### src/rtl/fifo_pkg.sv
// ---------------------------------------------------------------------------
// fifo_pkg
//
// Purpose:
//   Shared definitions for the dual-clock FIFO controllers (write side and
//   read side). Holds the pointer-width legal range, the depth derivation
//   and width-agnostic Gray/binary conversion helpers.
//
// Contents:
//   PTR_WIDTH_MIN / PTR_WIDTH_MAX  legal address-width range (2..12)
//   ptr_vec_t                      widest pointer vector (PTR_WIDTH_MAX+1 bits)
//   fifo_depth()                   FIFO depth for a given address width
//   ptr_width_legal()              range check used at elaboration
//   bin2gray() / gray2bin()        conversions on zero-extended vectors
// ---------------------------------------------------------------------------
package fifo_pkg;

    localparam int PTR_WIDTH_MIN = 2;
    localparam int PTR_WIDTH_MAX = 12;

    // Every pointer fits in this vector once zero-extended. Both conversions
    // below are unaffected by leading zeros, so callers of any narrower
    // width can cast in, convert, and cast back down.
    typedef logic [PTR_WIDTH_MAX:0] ptr_vec_t;

    function automatic int fifo_depth(input int ptr_width);
        return 1 << ptr_width;
    endfunction

    function automatic bit ptr_width_legal(input int ptr_width);
        return (ptr_width >= PTR_WIDTH_MIN) && (ptr_width <= PTR_WIDTH_MAX);
    endfunction

    function automatic ptr_vec_t bin2gray(input ptr_vec_t bin);
        return bin ^ (bin >> 1);
    endfunction

    // Each binary bit is the XOR of all Gray bits at or above it.
    function automatic ptr_vec_t gray2bin(input ptr_vec_t gray);
        ptr_vec_t bin;
        bin = '0;
        bin[PTR_WIDTH_MAX] = gray[PTR_WIDTH_MAX];
        for (int i = PTR_WIDTH_MAX - 1; i >= 0; i--) begin
            bin[i] = bin[i + 1] ^ gray[i];
        end
        return bin;
    endfunction

endpackage

### src/rtl/fifo_gray2bin.sv
// ---------------------------------------------------------------------------
// fifo_gray2bin
//
// Purpose:
//   Parametrised Gray-to-binary converter built as an XOR prefix chain.
//   Used by the write-side controller to decode the synchronised read
//   pointer and by the read-side controller for the write pointer.
//   Purely combinational.
//
// Parameters:
//   WIDTH  vector width (>= 1)
//
// Ports:
//   gray  in   WIDTH  Gray-coded value
//   bin   out  WIDTH  equivalent binary value
// ---------------------------------------------------------------------------
module fifo_gray2bin #(
    parameter int WIDTH = 4
) (
    input  logic [WIDTH-1:0] gray,
    output logic [WIDTH-1:0] bin
);

    // Binary bit i is the reduction XOR of Gray bits WIDTH-1 down to i.
    // Written as independent reductions rather than a ripple through bin so
    // that no signal depends on another bit of itself.
    for (genvar i = 0; i < WIDTH; i++) begin : g_bit
        assign bin[i] = ^gray[WIDTH-1:i];
    end

endmodule

### src/rtl/fifo_wr_ctrl.sv
// ---------------------------------------------------------------------------
// fifo_wr_ctrl
//
// Purpose:
//   Write-side controller for the dual-clock FIFO. Keeps the binary write
//   pointer, publishes its Gray-coded form to the read domain and derives
//   registered full, programmable almost-full and fill-level outputs from
//   the synchronised read pointer. Runs entirely in the wclk domain.
//
// Configuration macro:
//   FIFO_WR_OVF_EN  when defined, adds the sticky overflow flag (wovf) and
//                   its clear input (wovf_clr). When undefined, both ports
//                   are absent; writes while full are still dropped.
//
// Parameters:
//   PTR_WIDTH      address width, depth = 2**PTR_WIDTH, legal 2..12
//   AFULL_DEFAULT  reset value of the almost-full threshold register
//
// Ports:
//   wclk       in   1            write clock
//   wrst       in   1            synchronous active-high reset
//   winc       in   1            write request, accepted when wfull is 0
//   wq2_rptr   in   PTR_WIDTH+1  Gray read pointer, synchronised to wclk
//   thr_we     in   1            load afull_thr into the threshold register
//   afull_thr  in   PTR_WIDTH+1  new threshold, clipped to the depth
//   wovf_clr   in   1            clear overflow flag (FIFO_WR_OVF_EN only)
//   wovf       out  1            sticky overflow flag (FIFO_WR_OVF_EN only)
//   wptr       out  PTR_WIDTH+1  registered Gray write pointer
//   waddr      out  PTR_WIDTH    RAM write address
//   wfull      out  1            registered full flag
//   wafull     out  1            registered almost-full flag
//   wcount     out  PTR_WIDTH+1  registered fill level, 0..depth
// ---------------------------------------------------------------------------
module fifo_wr_ctrl
    import fifo_pkg::*;
#(
    parameter int PTR_WIDTH     = 3,
    parameter int AFULL_DEFAULT = 2**PTR_WIDTH - 1
) (
    input  logic                 wclk,
    input  logic                 wrst,
    input  logic                 winc,
    input  logic [PTR_WIDTH:0]   wq2_rptr,
    input  logic                 thr_we,
    input  logic [PTR_WIDTH:0]   afull_thr,
`ifdef FIFO_WR_OVF_EN
    input  logic                 wovf_clr,
    output logic                 wovf,
`endif
    output logic [PTR_WIDTH:0]   wptr,
    output logic [PTR_WIDTH-1:0] waddr,
    output logic                 wfull,
    output logic                 wafull,
    output logic [PTR_WIDTH:0]   wcount
);

    localparam int DEPTH = fifo_depth(PTR_WIDTH);

    // Depth expressed at pointer width, used for threshold clipping.
    localparam logic [PTR_WIDTH:0] DEPTH_VEC = (PTR_WIDTH+1)'(DEPTH);

    // The reset threshold is clipped like a runtime load would be, so an
    // oversized AFULL_DEFAULT can never leave wafull permanently low.
    localparam logic [PTR_WIDTH:0] THR_RESET =
        (AFULL_DEFAULT > DEPTH) ? DEPTH_VEC : (PTR_WIDTH+1)'(AFULL_DEFAULT);

    if (!ptr_width_legal(PTR_WIDTH)) begin : g_illegal_width
        $error("fifo_wr_ctrl: PTR_WIDTH must lie in 2..12");
    end

    logic [PTR_WIDTH:0] wbin;
    logic [PTR_WIDTH:0] wbin_next;
    logic [PTR_WIDTH:0] wgray_next;
    logic [PTR_WIDTH:0] rbin;
    logic [PTR_WIDTH:0] cnt_c;
    logic [PTR_WIDTH:0] thr;
    logic               wacc;
    logic               full_c;

    // Decode the synchronised read pointer once; the fill level is then a
    // plain modular subtraction of binary pointers.
    fifo_gray2bin #(
        .WIDTH(PTR_WIDTH + 1)
    ) u_rptr_g2b (
        .gray(wq2_rptr),
        .bin (rbin)
    );

    // Next-pointer, full and fill-level computation. Everything here looks
    // at the pointer after this cycle's write so that the registered flags
    // describe the FIFO state the next write will see. Full is the classic
    // Gray comparison: top two bits inverted, remaining bits equal, which
    // means the write pointer is exactly one lap ahead of the read pointer.
    always_comb begin
        wacc       = winc & ~wfull;
        wbin_next  = wbin + (PTR_WIDTH+1)'(wacc);
        wgray_next = (PTR_WIDTH+1)'(bin2gray(ptr_vec_t'(wbin_next)));
        full_c     = (wgray_next[PTR_WIDTH:PTR_WIDTH-1] == ~wq2_rptr[PTR_WIDTH:PTR_WIDTH-1])
                   & (wgray_next[PTR_WIDTH-2:0] == wq2_rptr[PTR_WIDTH-2:0]);
        cnt_c      = wbin_next - rbin;
    end

    // The RAM is written at the current pointer; the increment lands on the
    // same edge as the write, so the address is never the next pointer.
    assign waddr = wbin[PTR_WIDTH-1:0];

    // Pointer and flag registers. The threshold written this cycle only
    // affects the almost-full comparison made on the following edge, since
    // the comparison below still sees the old register value.
    always_ff @(posedge wclk) begin
        if (wrst) begin
            wbin   <= '0;
            wptr   <= '0;
            wfull  <= 1'b0;
            wafull <= 1'b0;
            wcount <= '0;
            thr    <= THR_RESET;
        end else begin
            wbin   <= wbin_next;
            wptr   <= wgray_next;
            wfull  <= full_c;
            wafull <= (cnt_c >= thr);
            wcount <= cnt_c;
            if (thr_we) begin
                thr <= (afull_thr > DEPTH_VEC) ? DEPTH_VEC : afull_thr;
            end
        end
    end

`ifdef FIFO_WR_OVF_EN
    // Sticky overflow: a write attempted while full sets the flag and wins
    // over a clear arriving in the same cycle, so no overflow event is lost.
    always_ff @(posedge wclk) begin
        if (wrst) begin
            wovf <= 1'b0;
        end else if (winc & wfull) begin
            wovf <= 1'b1;
        end else if (wovf_clr) begin
            wovf <= 1'b0;
        end
    end
`endif

endmodule

### config.mk
export PLATFORM = sky130hd
export DESIGN_NAME = fifo_wr_ctrl
export DESIGN_NICKNAME = d
export VERILOG_FILES = /design/src/rtl/fifo_pkg.sv /design/src/rtl/fifo_gray2bin.sv /design/src/rtl/fifo_wr_ctrl.sv
export SDC_FILE = /design/constraint.sdc
export NUM_CORES = 1
export LEC_CHECK = 0
export ABC_AREA = 1
export CORE_MARGIN = 2
export CORE_UTILIZATION = 50
export DETAILED_ROUTE_END_ITERATION = 16
export PLACE_DENSITY = 0.82
export SETUP_SLACK_MARGIN = 0.2
export SYNTH_ARGS = -nofsm -noshare
export SYNTH_HDL_FRONTEND = slang
export SYNTH_SLANG_ARGS = --single-unit
### constraint.sdc
create_clock -name wclk -period 5.5 [get_ports wclk]
set_clock_uncertainty 0.1 [all_clocks]
set_input_delay 1.1 -clock wclk [delete_from_list [all_inputs] [get_ports wclk]]
set_output_delay 1.1 -clock wclk [all_outputs]
set_load 0.005 [all_outputs]
==> Word-level counts from Yosys, hierarchy flattened <==
Cells that the tools add are included.
{ "word_totals": {"inputBits": 12, "out_inout_bits": 13, "reg_bits": 18, "elab_cells": 21} }
{ "op_classes": {"n_lt_le_gt_ge": 2, "eq_ne": 2, "add_sub_neg": 2, "bitwise": 5, "n_mux": 1, "reduce_logical": 3} }
{ "ops": {"columns": ["op", "count"], "rows": [
  ["4-bit by 1-bit adder with 4-bit output", 1],
  ["2-bit == test", 2],
  ["4-bit greater-or-equal comparator", 1],
  ["4-bit > comparator (second input constant)", 1],
  ["4-bit two-way mux", 1],
  ["4-bit parity", 1],
  ["4-bit subtractor", 1],
  ["4-bit by 3-bit bitwise XOR with 4-bit output", 1],
  ["3-bit parity", 1],
  ["1-bit AND", 2],
  ["2-bit inverter", 1],
  ["2-bit parity", 1],
  ["1-bit inverter", 1]
]} }

==> Longest topological paths before layout <==
Gate-level depths: netlist of the first run.
{ "depth": {"depth_word": 6, "ltp_mapped": 19, "ltp_nobuf": 19} }

==> Hierarchy <==
From an unflattened synthesis of the first run, not the netlist that was laid out.
{ "hier_totals": {"hier_cells": 148, "hier_area_um2": 1013.5} }
{ "by_module_without_submodules": {"columns": ["mod", "n_inst", "area_each_um2", "cells_per_inst", "seq_area_each_um2"], "rows": [
  ["fifo_wr_ctrl", 1, 923.4, 127, 340.3],
  ["fifo_gray2bin", 1, 90.1, 21, 0.0]
]} }

==> Worst setup path before layout of the first run <==
OpenSTA, ideal clock, no wires.
{ "synth_path": {"path_kind": "input port to flip-flop", "start": "input winc", "end": "register wafull", "n_path_buf": 0, "t_arrival_ps": 3088, "setup_time_ps": 109, "slack_ps": 2203, "t_required_ps": 5291, "cell_stages": 13, "path_cell_list": "inv_1 -> nor2_1 -> ha_1 -> ha_1 -> inv_1 -> fa_1 -> or2_2 -> nand2_1 -> ha_1 -> o211ai_1 -> nand3_1 -> nand2_1 -> inv_1"} }
{ "synth_via": {"elab_chain_cells": 4} }
{ "synth_rtl": {"columns": ["item", "line", "text"], "rows": [
  ["start: declaration", "fifo_wr_ctrl.sv:42", "input logic winc,"],
  ["1-bit AND", "fifo_wr_ctrl.sv:95", "wacc = winc & ~wfull;"],
  ["4-bit by 1-bit adder with 4-bit output", "fifo_wr_ctrl.sv:96", "wbin_next = wbin + (PTR_WIDTH+1)'(wacc);"],
  ["net wbin_next[1]", "fifo_wr_ctrl.sv:72", "logic [PTR_WIDTH:0] wbin_next;"],
  ["4-bit subtractor", "fifo_wr_ctrl.sv:100", "cnt_c = wbin_next - rbin;"],
  ["net cnt_c[2]", "fifo_wr_ctrl.sv:75", "logic [PTR_WIDTH:0] cnt_c;"],
  ["4-bit greater-or-equal comparator", "fifo_wr_ctrl.sv:122", "wafull <= (cnt_c >= thr);"],
  ["end signal: assignment", "fifo_wr_ctrl.sv:122", null],
  ["end: declaration", "fifo_wr_ctrl.sv:53", "output logic wafull,"]
]} }
The timed path passes the listed nets, and every way through them passes these cells.
A chain may end at the register's enable or synchronous reset.

==> Final worst setup path of the first run <==
Ends and elaborated chain as after synthesis.

==> results of run 1 <==
-- tightest hold or removal path: cells and delay by family, from the launching register on --
kind | cells | cell delay (ns)
AOI/OAI and AO/OA | 1 | 0.07
buffers and inverters | 1 | 0.07
DFF | 1 | 0.32
-- state kept, by name, indices dropped and copies added, names as in the netlist --
signal / flops
wfull: 1
thr: 4
wafull: 1
wbin: 3
wptr: 4
wcount: 4
-- cells in the final DEF (no fill, tap or decap), drive strengths merged --
cell,Yosys,final
inv,22,22
clkinvlp,0,1
nand3,7,7
a21o,1,1
xnor2,1,1
a211oi,1,1
xor2,2,2
nor2,15,15
clkdlybuf4s50,0,24
a21oi,3,3
a22oi,1,1
nand2,33,33
dfxtp,17,17
nand4,4,4
or2,1,1
fa,1,1
clkbuf,1,3
ha,9,9
o21bai,1,1
o211ai,3,3
nand3b,1,1
-- metrics by stage --
step                hold WS (ns)  area, um2  total power [W]  std cells   util
floorplan                  0.339        922         0.000221        124      -
global placement           0.380       1190         0.000266        172  0.689
detailed placement         0.374       1190         0.000271        172  0.689
CTS                        0.397       1220         0.000341        176  0.707
global route               0.432       1220         0.000365        176  0.707
finish                     0.396       1220         0.000339        176  0.707
-- final timing paths --
kind | endpoint | slack [ns] | cells after the start
max | wafull | 1.81 | 19
min | thr[3] | 0.40 | 2
max reg2reg | wafull | 2.76 | 18
min reg2reg | thr[3] | 0.40 | 2
-- cells by family (layout without fill, tap and decap cells) --
logic type,after synthesis,count (layout)
compound gates,10,10
xor+xnor,3,3
fa+ha+maj,10,10
buf+inv,23,50
flops,17,17
simple gates,61,61
-- synthesized netlist by cell type --
cell	instances
or2_2	1
a21o_1	1
nand3b_1	1
nor2_1	15
nand2_1	33
inv_1	22
nand3_1	7
clkbuf_1	1
ha_1	9
nand4_1	4
fa_1	1
xnor2_1	1
o21bai_1	1
a211oi_1	1
a22oi_1	1
dfxtp_1	17
o211ai_1	3
xor2_2	2
a21oi_1	3
-- routing by layer --
layer / routed length (um) / share of wire / vias up
li1: - / - / 445
met1: 839 / 0.45 / 390
met2: 873 / 0.47 / 26
met3: 89 / 0.048 / 5
met4: 46 / 0.025 / 0
met5: 0 / 0 / -
-- layout make-up --
class                   count  area [um2]  area share
inverters                  22        82.6      0.0677
well taps                  25        31.3      0.0256
clock buffers               3        22.5      0.0185
clock inverters             1        7.51     0.00615
flip-flops and latches     17         340       0.279
repair buffers             24         240       0.197
multi-input cells          84         495       0.406
-- power by group through the flow --
stage | sequential [W] | combinational, W | clock, W
after global placement | 0.000146 | 0.000121 | 0
final | 0.000143 | 0.000125 | 0.0000714
after floorplan | 0.000147 | 0.0000741 | 0
after CTS | 0.000143 | 0.000126 | 0.0000726
after global routing | 0.000145 | 0.000143 | 0.0000780
after detailed placement | 0.000146 | 0.000125 | 0
==> results.md, run 1 <==
- XOR/XNOR Fraction of Synth Area: 0.0448
- Worst-Margin Slew: approximately 0.47 ns
- Critical path arrival: between 3 and 4 ns
- Crit path cell chain: clkdlybuf4s50_1, inv_1, nor2_1, ha_1, ha_1, nand2_1, nand2_1, inv_1, ha_1, a21o_1, inv_1, nand2_1, nand2_1, inv_1, ha_1, a21oi_1, nand3_1, nand2_1, inv_1
- Final hold viol count: 0
- Clock buffer depth: 2
- Mux share of post-synthesis cell area: 0
- Final min period: roughly 3.7 ns
- Antenna diodes: 0
- Slew Limit Fails: 0
- Simple-gate share of the synthesized area: 0.275
- Met1 global-route usage: 0.239
- Crit-path leading delay family: adder cells
- Post-DP HPWL: roughly 1500 um
- Setup WS pre-CTS: about 1.5 ns
- Worst path buffer plus inverter count: 6
- # Max-Cap Violations: 0
- Switching Share: 0.322
- Clk sink count: 17
- Die footprint: roughly 2200 um2
- Yosys top cell by area: dfxtp_1
- Fmax: 271 MHz
- CTS H-tree lvls: 1
- Status: complete, no violations
- Setup ws final: 1.81 ns
- Synth warn: 0
- Main combinational cell family by area after synthesis: simple AND/OR/NAND/NOR gates
- Comb pwr share: 0.368
- Die Y: 46.9 um
- Detailed-route via count: 866
- Root Buffer: clkbuf_4
- Cts-stage hold buffer count: 0
- Unique cell type count in the Yosys netlist: 19
- Share of cells above drive strength 1: 0.0464
- Placer Congestion: 0.766
- 1st-iter DRT viols: 15
- First-pass DRT Iterations: 4
- Period Utilization, post-route: 0.671
- Crit. End Element: flip-flop
- Clk pwr share: 0.210
- Grt met3 use: 0.0385
- Reg-to-Reg Start: wfull
- Number of vias per cell: 4.92
- Flop pwr share: 0.421
- Maximum vdd drop: ~0.18 mV
- Antenna violation net count after detailed routing: 0
- First-pass GRT wire length: 3060 um
- Sw power: 0.000109 W
- I/O Buffers: 24
- Vias in the first global route: slightly below 800
- GR Overflow Total: 0
- RSZ-0062 raised after global routing: false
- Syn_nets: 146
- Grt met2 use: 0.334
- CTS tree: built
- Leakage: 0.607 nW
- Largest net degree at the start of global routing: 14
- Slowest cell on the critical path: clkdlybuf4s50_1
- Worst slew margin: 0.682
- Hold path startpoint: thr[3]
- Fin Setup TNS: 0 ns
- Cells taking the most area after synthesis: dfxtp_1 (37%), nand2_1 (13%), ha_1 (12%)
- Flops & latches, synth: 17
- Gr usage total: 0.202
- CP startpoint: winc
- Initial antenna violation count: 0
- Grt peak-use layer: met2
- WS Path Type: in2reg
- Worst stage delay on the critical path: ~0.46 ns
- Area share of the largest cell type after synthesis: 0.369
- Synth Cell Area: about 920 um2
- Initial Util: 0.534
- # IOs: 25
- Register area share after synthesis: 0.369
- Largest fanout on the critical path: 4
- Latest clock arrival within the worst-skew pair: around 0.30 ns
- Layout area overhead: 32.3%
- Routed length per instance: 10.5 um
- WP data required: between 5 and 6 ns
- Startpoint types: input port
- Nets: 174
- Post-CTS setup buffer count: 0
- Area of the core: 1730 um2
- Final setup fails: 0
- Post-Syn Area per Cell: 7.44 um2
- CTS Buf Count: 3
- DIE WIDTH: approximately 47 um
- Cell count after synthesis: between 100 and 150
- Synth Area in Adders: 0.144
- Post-route DRC: 0
- Int Pwr: ~0.00023 W
- CTS clk-pin slew, worst paths: approximately 0.11 ns
- Final WL: 1850 um
- Worst hold path class: reg2reg
- Power per cell area: about 280 nW/um2
- # rows: 15
- Post-CTS sizing: 0
- Synth Area in Compound Gates: 0.0733
- # fillers: 154
No activity file was read; power rests on OpenSTA's default activity.
==> inputs of run 2 (changes only) <==
--- a/config.mk
+++ b/config.mk
@@ -7,9 +7,9 @@
 export LEC_CHECK = 0
 export ABC_AREA = 1
 export CORE_MARGIN = 2
-export CORE_UTILIZATION = 50
+export CORE_UTILIZATION = 42
 export DETAILED_ROUTE_END_ITERATION = 16
-export PLACE_DENSITY = 0.82
+export PLACE_DENSITY = 0.74
 export SETUP_SLACK_MARGIN = 0.2
 export SYNTH_ARGS = -nofsm -noshare
 export SYNTH_HDL_FRONTEND = slang
==> constraint.sdc (replaced) <==
create_clock -name wclk -period 3.3 [get_ports wclk]
set_clock_uncertainty 0.1 [all_clocks]
set_input_delay 0.66 -clock wclk [delete_from_list [all_inputs] [get_ports wclk]]
set_output_delay 0.66 -clock wclk [all_outputs]
set_load 0.005 [all_outputs]
==> run 2 against run 1 <==
- non-clock buffer count grew 10
- via count grew 5.4%
- clock power grew 65%
- critical endpoint unchanged
- highest routed layer unchanged
==> results.md, run 2 (synthesis results as in run 1) <==
- Status: complete, no violations
- Leakage: 0.664 nW (+9.4%)
- Final cell count without fillers: 188 (+6.8%)
- Worst-Margin Slew: 0.485 ns (+0.00972 ns)
- Detailed-route via count: 913 (+5.4%)
- Setup ws final: 0.295 ns (-1.51 ns)
- # rows: 16 (+1)
- Setup WS pre-CTS: -0.134 ns (-1.66 ns)
- CTS Buf Count: 3 (unchanged)
- Crit. End Element: flip-flop
- Clock buffer depth: 2 (unchanged)
- Initial Util: 0.456 (-0.0780)
- WS Path Type: in2reg
- Antenna diodes: 0 (unchanged)
- First-pass DRT Iterations: 4 (unchanged)
- Post-DP HPWL: 1570 um (+5.6%)
- Post-route DRC: 0 (unchanged)
- 1st-iter DRT viols: 11 (-4)
- Routed length per instance: 11.4 um (+8.4%)
- Startpoint types: input port
- Share of cells above drive strength 1: 0.186 (+0.140)
- CTS clk-pin slew, worst paths: 0.11 ns (about the same)
- Maximum vdd drop: 0.385 mV (+110%)
- Final min period: between 3 and 4 ns
- Nets: 184 (+5.7%)
- Final hold viol count: 0 (unchanged)
- Root Buffer: clkbuf_4
- Gr usage total: 0.177 (-0.0247)
- I/O Buffers: 24 (unchanged)
- CTS tree: built
- # IOs: 25 (unchanged)
- First-pass GRT wire length: 3510 um (+14%)
- Layout area overhead: 47.6%
- Most frequent cells in the layout: nand2_1 (29), clkdlybuf4s50_1 (22), inv_1 (20), dfxtp_1 (17), nor2_1 (14)
- Initial antenna violation count: 0 (unchanged)
- Cts-stage hold buffer count: 0 (unchanged)
- Clk sink count: 17 (unchanged)
- Worst slew margin: 0.676 (-0.00650)
- Latest clock arrival within the worst-skew pair: 0.30 ns (about the same)
- WP data required: 3.40 ns (-2.22 ns)
- Final WL: 2140 um (+16%)
- Die Y: 50.9 um (+8.3%)
- Placed Area: 1250 um2 (+5.3%)
- Biggest registers after layout: thr (4), wcount (4), wptr (4)
- CTS H-tree lvls: 1 (unchanged)
- Slew Limit Fails: 0 (unchanged)
- Die footprint: 2590 um2 (+17%)
- DIE WIDTH: 50.9 um (+8.3%)
- Placed insts: 182 (+5.8%)
- Area of the core: 2020 um2 (+17%)
- GR Overflow Total: 0 (unchanged)
- Final instance area: 1360 um2 (+12%)
- Most common cell after layout, fill and taps aside: nand2_1
- Fin Setup TNS: 0 ns (unchanged)
- Critical path arrival: 3.11 ns (-0.70 ns)
- Power per cell area: 453 nW/um2 (+63%)
- Fmax: ~330 MHz
- # Max-Cap Violations: 0 (unchanged)
- RSZ-0062 raised after global routing: false
- Period Utilization, post-route: 0.910
- Antenna violation net count after detailed routing: 0 (unchanged)
- Final setup fails: 0 (unchanged)
- Vias in the first global route: 849 (+10%)
- Post-layout util: 0.673 (-0.0333)
- Worst hold path class: reg2reg
- Number of vias per cell: 4.86 (-1.3%)
- Placer Congestion: 0.802 (+4.7%)
- Largest fanout on the critical path: 3 (-1)
- Largest net degree at the start of global routing: 14 (unchanged)
run 2: cell types whose count changed in the layout (fill, tap and decap cells not counted), sizes merged:
cell / change
clkdlybuf4s50: -2
dlymetal6s2s: +2
buf: +10
run 2: per-layer routing:
| metal | track usage | wire, um | vias to the layer above |
|---|---|---|---|
| met2 | 0.307 | 1150 | 20 |
| met3 | 0.0351 | 72 | 6 |
| met1 | 0.215 | 880 | 425 |
| met5 | 0 | 0 | - |
| li1 | - | - | 462 |
| met4 | 0.0721 | 36 | 0 |
run 2: worst paths after layout:
path	startpoint	endpoint	slack, ns	depth (start not counted)
worst min-delay path	thr[0]	thr[0]	0.40	2
worst min register to register	thr[0]	thr[0]	0.40	2
worst max-delay path	winc	wafull	0.30	17
worst max register to register	wfull	wafull	0.80	13
run 2: worst max-delay path: stages:
cell             delay, ns
clkdlybuf4s50_1       0.46
inv_1                 0.05
nor2_2                0.12
ha_2                  0.21
ha_4                  0.14
nand2_1               0.08
nand2_2               0.09
inv_2                 0.04
ha_1                  0.28
buf_4                 0.14
or2_2                 0.29
nand2_2               0.09
ha_4                  0.20
o211ai_1              0.08
nand3_1               0.10
nand2_1               0.06
inv_1                 0.04
run 2: repair_timing:
action / in CTS / in global routing
cloned: 0 / 0
pin swaps: 3 / 7
endpoints found under the hold margin: 0 / 0
setup buffers: 2 / 0
setup endpoints to repair: 1 / 1
gates resized for setup: 3 / 13
run 2: metrics by stage:
stage / hold WS, ns / total power, W
final: 0.402 / 0.000616
after floorplan: 0.339 / 0.000369
after global routing: 0.451 / 0.000664
after CTS: 0.411 / 0.000599
after detailed placement: 0.375 / 0.000472
after global placement: 0.376 / 0.000461
run 2: cell type report:
type | instances | area, um2
Tap cell | 27 | 33.8
Inverter | 22 | 82.6
Fill cell | 174 | 661
Sequential cell | 17 | 340
Clock inverter | 1 | 7.51
Timing Repair Buffer | 34 | 320
Clock buffer | 3 | 22.5
Multi-Input combinational cell | 84 | 554
run 2: where the power goes:
| part | switching, W | internal, W |
|---|---|---|
| Combinational | 0.000120 | 0.000139 |
| Clock | 0.0000718 | 0.0000461 |
| Sequential | 0.00000979 | 0.000230 |
==> inputs of run 3 (changes only) <==
--- a/config.mk
+++ b/config.mk
@@ -6,9 +6,11 @@
 export NUM_CORES = 1
 export LEC_CHECK = 0
 export ABC_AREA = 1
+export ABC_CLOCK_PERIOD_IN_PS = 3300
 export CORE_MARGIN = 2
 export CORE_UTILIZATION = 42
 export DETAILED_ROUTE_END_ITERATION = 16
+export MAX_ROUTING_LAYER = met4
 export PLACE_DENSITY = 0.74
 export SETUP_SLACK_MARGIN = 0.2
 export SYNTH_ARGS = -nofsm -noshare
==> constraint.sdc (replaced) <==
create_clock -name wclk -period 3.3 [get_ports wclk]
set_clock_uncertainty 0.1 [all_clocks]
set_input_delay 0.495 -clock wclk [delete_from_list [all_inputs] [get_ports wclk]]
set_output_delay 0.495 -clock wclk [all_outputs]
set_load 0.005 [all_outputs]
==> run 3 against run 2 <==
- critical path type unchanged
- fmax grew 1.6%
- largest power group is now sequential cells
- final area shrank 6.5%
- first-iteration DRC count is 9.1% lower
- non-clock buffer count down 6
- via count decreased by 7.2%
- highest routed layer unchanged
- hold slack better by 0.0061 ns
==> results.md, run 3 (synthesis results as in run 1) <==
- Worst hold path class: reg2reg
- Placer Congestion: 0.832 (+3.7%)
- Initial Util: 0.456 (unchanged)
- Clk sink count: 17 (unchanged)
- Number of vias per cell: 4.65 (-4.2%)
- Area of the core: 2020 um2 (unchanged)
- Final WL: 1930 um (-9.9%)
- CTS Buf Count: 3 (unchanged)
- Vias in the first global route: 733 (-14%)
- Die footprint: 2590 um2 (unchanged)
- # fillers: 183 (+5.2%)
- Clock buffer depth: 2 (unchanged)
- Maximum vdd drop: 0.333 mV (-14%)
- CTS clk-pin slew, worst paths: 0.10 ns (about the same)
- Post-route DRC: 0 (unchanged)
- Placed Area: 1210 um2 (-3.0%)
- Detailed-route via count: 847 (-7.2%)
- Final min period: 2.96 ns (-0.0459 ns)
- Crit. End Element: flip-flop
- WS Path Type: in2reg
- Antenna diodes: 0 (unchanged)
- 1st-iter DRT viols: 10 (-1)
- Root Buffer: clkbuf_4
- Gr usage total: 0.162 (-0.0152)
- # Max-Cap Violations: 0 (unchanged)
- # IOs: 25 (unchanged)
- Largest net degree at the start of global routing: 14 (unchanged)
- Final instance area: 1270 um2 (-6.5%)
- Leakage: 0.632 nW (-4.8%)
- Initial antenna violation count: 0 (unchanged)
- Status: complete, no violations
- CTS H-tree lvls: 1 (unchanged)
- Most common cell after layout, fill and taps aside: nand2_1
- # rows: 16 (unchanged)
- Antenna violation net count after detailed routing: 0 (unchanged)
- Latest clock arrival within the worst-skew pair: 0.28 ns (-0.02 ns)
- RSZ-0062 raised after global routing: false
- Routed length per instance: 10.6 um (-7.0%)
- Biggest registers after layout: thr (4), wcount (4), wptr (4)
- Startpoint types: input port
- Final setup fails: 0 (unchanged)
- First-pass DRT Iterations: 4 (unchanged)
- Post-DP HPWL: 1510 um (-3.7%)
- Nets: 178 (-3.3%)
- Share of cells above drive strength 1: 0.0903 (-0.0960)
- Period Utilization, post-route: 0.897 (-0.0139)
- Slew Limit Fails: 0 (unchanged)
- DIE WIDTH: 50.9 um (unchanged)
- Fmax: 338 MHz (+1.6%)
- Worst-Margin Slew: 0.478 ns (-0.00684 ns)
- Largest fanout on the critical path: 3 (unchanged)
- Worst slew margin: 0.681 (+0.00457)
- Most frequent cells in the layout: nand2_1 (33), clkdlybuf4s50_1 (23), inv_1 (22), dfxtp_1 (17), nor2_1 (15)
- Critical path arrival: 3.06 ns (-0.05 ns)
- CTS tree: built
- Power per cell area: 458 nW/um2 (+1.1%)
- Layout area overhead: 38.0%
- GR Overflow Total: 0 (unchanged)
- First-pass GRT wire length: 3170 um (-9.4%)
- Fin Setup TNS: 0 ns (unchanged)
- Die Y: 50.9 um (unchanged)
- I/O Buffers: 24 (unchanged)
- Final hold viol count: 0 (unchanged)
- WP data required: 3.40 ns (about the same)
[run 3: cell count changes in the layout (fill, tap and decap cells not counted), sizes merged]
cell / previous run / this run
clkbuf: 3 / 4
clkdlybuf4s50: 22 / 23
clkinvlp: 1 / 0
buf: 10 / 4
dlymetal6s2s: 2 / 1
[run 3: final cells by class]
| cell class | instances | area [um2] | area share |
|---|---|---|---|
| Timing Repair Buffer | 28 | 273 | 0.214 |
| Sequential cell | 17 | 340 | 0.267 |
| Multi-Input combinational cell | 84 | 517 | 0.406 |
| Tap cell | 27 | 33.8 | 0.0265 |
| Inverter | 22 | 82.6 | 0.0649 |
| Clock buffer | 4 | 26.3 | 0.0206 |
[run 3: critical path, cell delays in order]
cell,delay [ns]
clkdlybuf4s50_1,0.54
xor2_2,0.21
xor2_2,0.18
xnor2_1,0.09
ha_1,0.21
fa_1,0.38
or2_2,0.32
nand2_1,0.08
ha_1,0.24
o211ai_1,0.11
nand3_1,0.09
nand2_1,0.06
inv_1,0.04
[run 3: timing repair]
action | 4_1_cts | 5_1_grt
endpoints found under the setup margin | 0 | 1
buffers inserted | 0 | 1
hold buffers | 0 | 0
resized for setup | 0 | 5
[run 3: metrics by stage]
stage | hold slack [ns] | utilization | power, W | std cells | setup slack (ns)
6_report | 0.408 | 0.629 | 0.000582 | 182 | 0.341
3_3_place_gp | 0.374 | 0.601 | 0.000451 | 177 | 0.0978
2_1_floorplan | 0.339 | - | 0.000369 | 124 | 0.608
4_1_cts | 0.407 | 0.614 | 0.000569 | 181 | 0.334
5_1_grt | 0.454 | 0.629 | 0.000634 | 182 | 0.185
3_5_place_dp | 0.387 | 0.601 | 0.000458 | 177 | 0.00913
[run 3: final timing paths]
check	startpoint	to	slack, ns	depth (start not counted)
max	wq2_rptr[3]	wafull	0.34	13
max reg2reg	wfull	wafull	0.73	12
min	thr[0]	thr[0]	0.41	2
min reg2reg	thr[0]	thr[0]	0.41	2
[run 3: power breakdown]
group | leakage, nW | total, W | internal, W | switching (W)
sequential | 0.140 | 0.000238 | 0.000230 | 0.00000840
clock | 0.0150 | 0.000113 | 0.0000469 | 0.0000661
combinational | 0.477 | 0.000231 | 0.000121 | 0.000110
total | 0.632 | 0.000582 | 0.000398 | 0.000184
[run 3: layer usage]
layer  up-vias  routed length, um  GRT usage
met5         -                  0          -
met4         0                 13     0.0450
met3         2                 58     0.0175
met2        17                987      0.274
met1       374                868      0.207
li1        454                  -          -
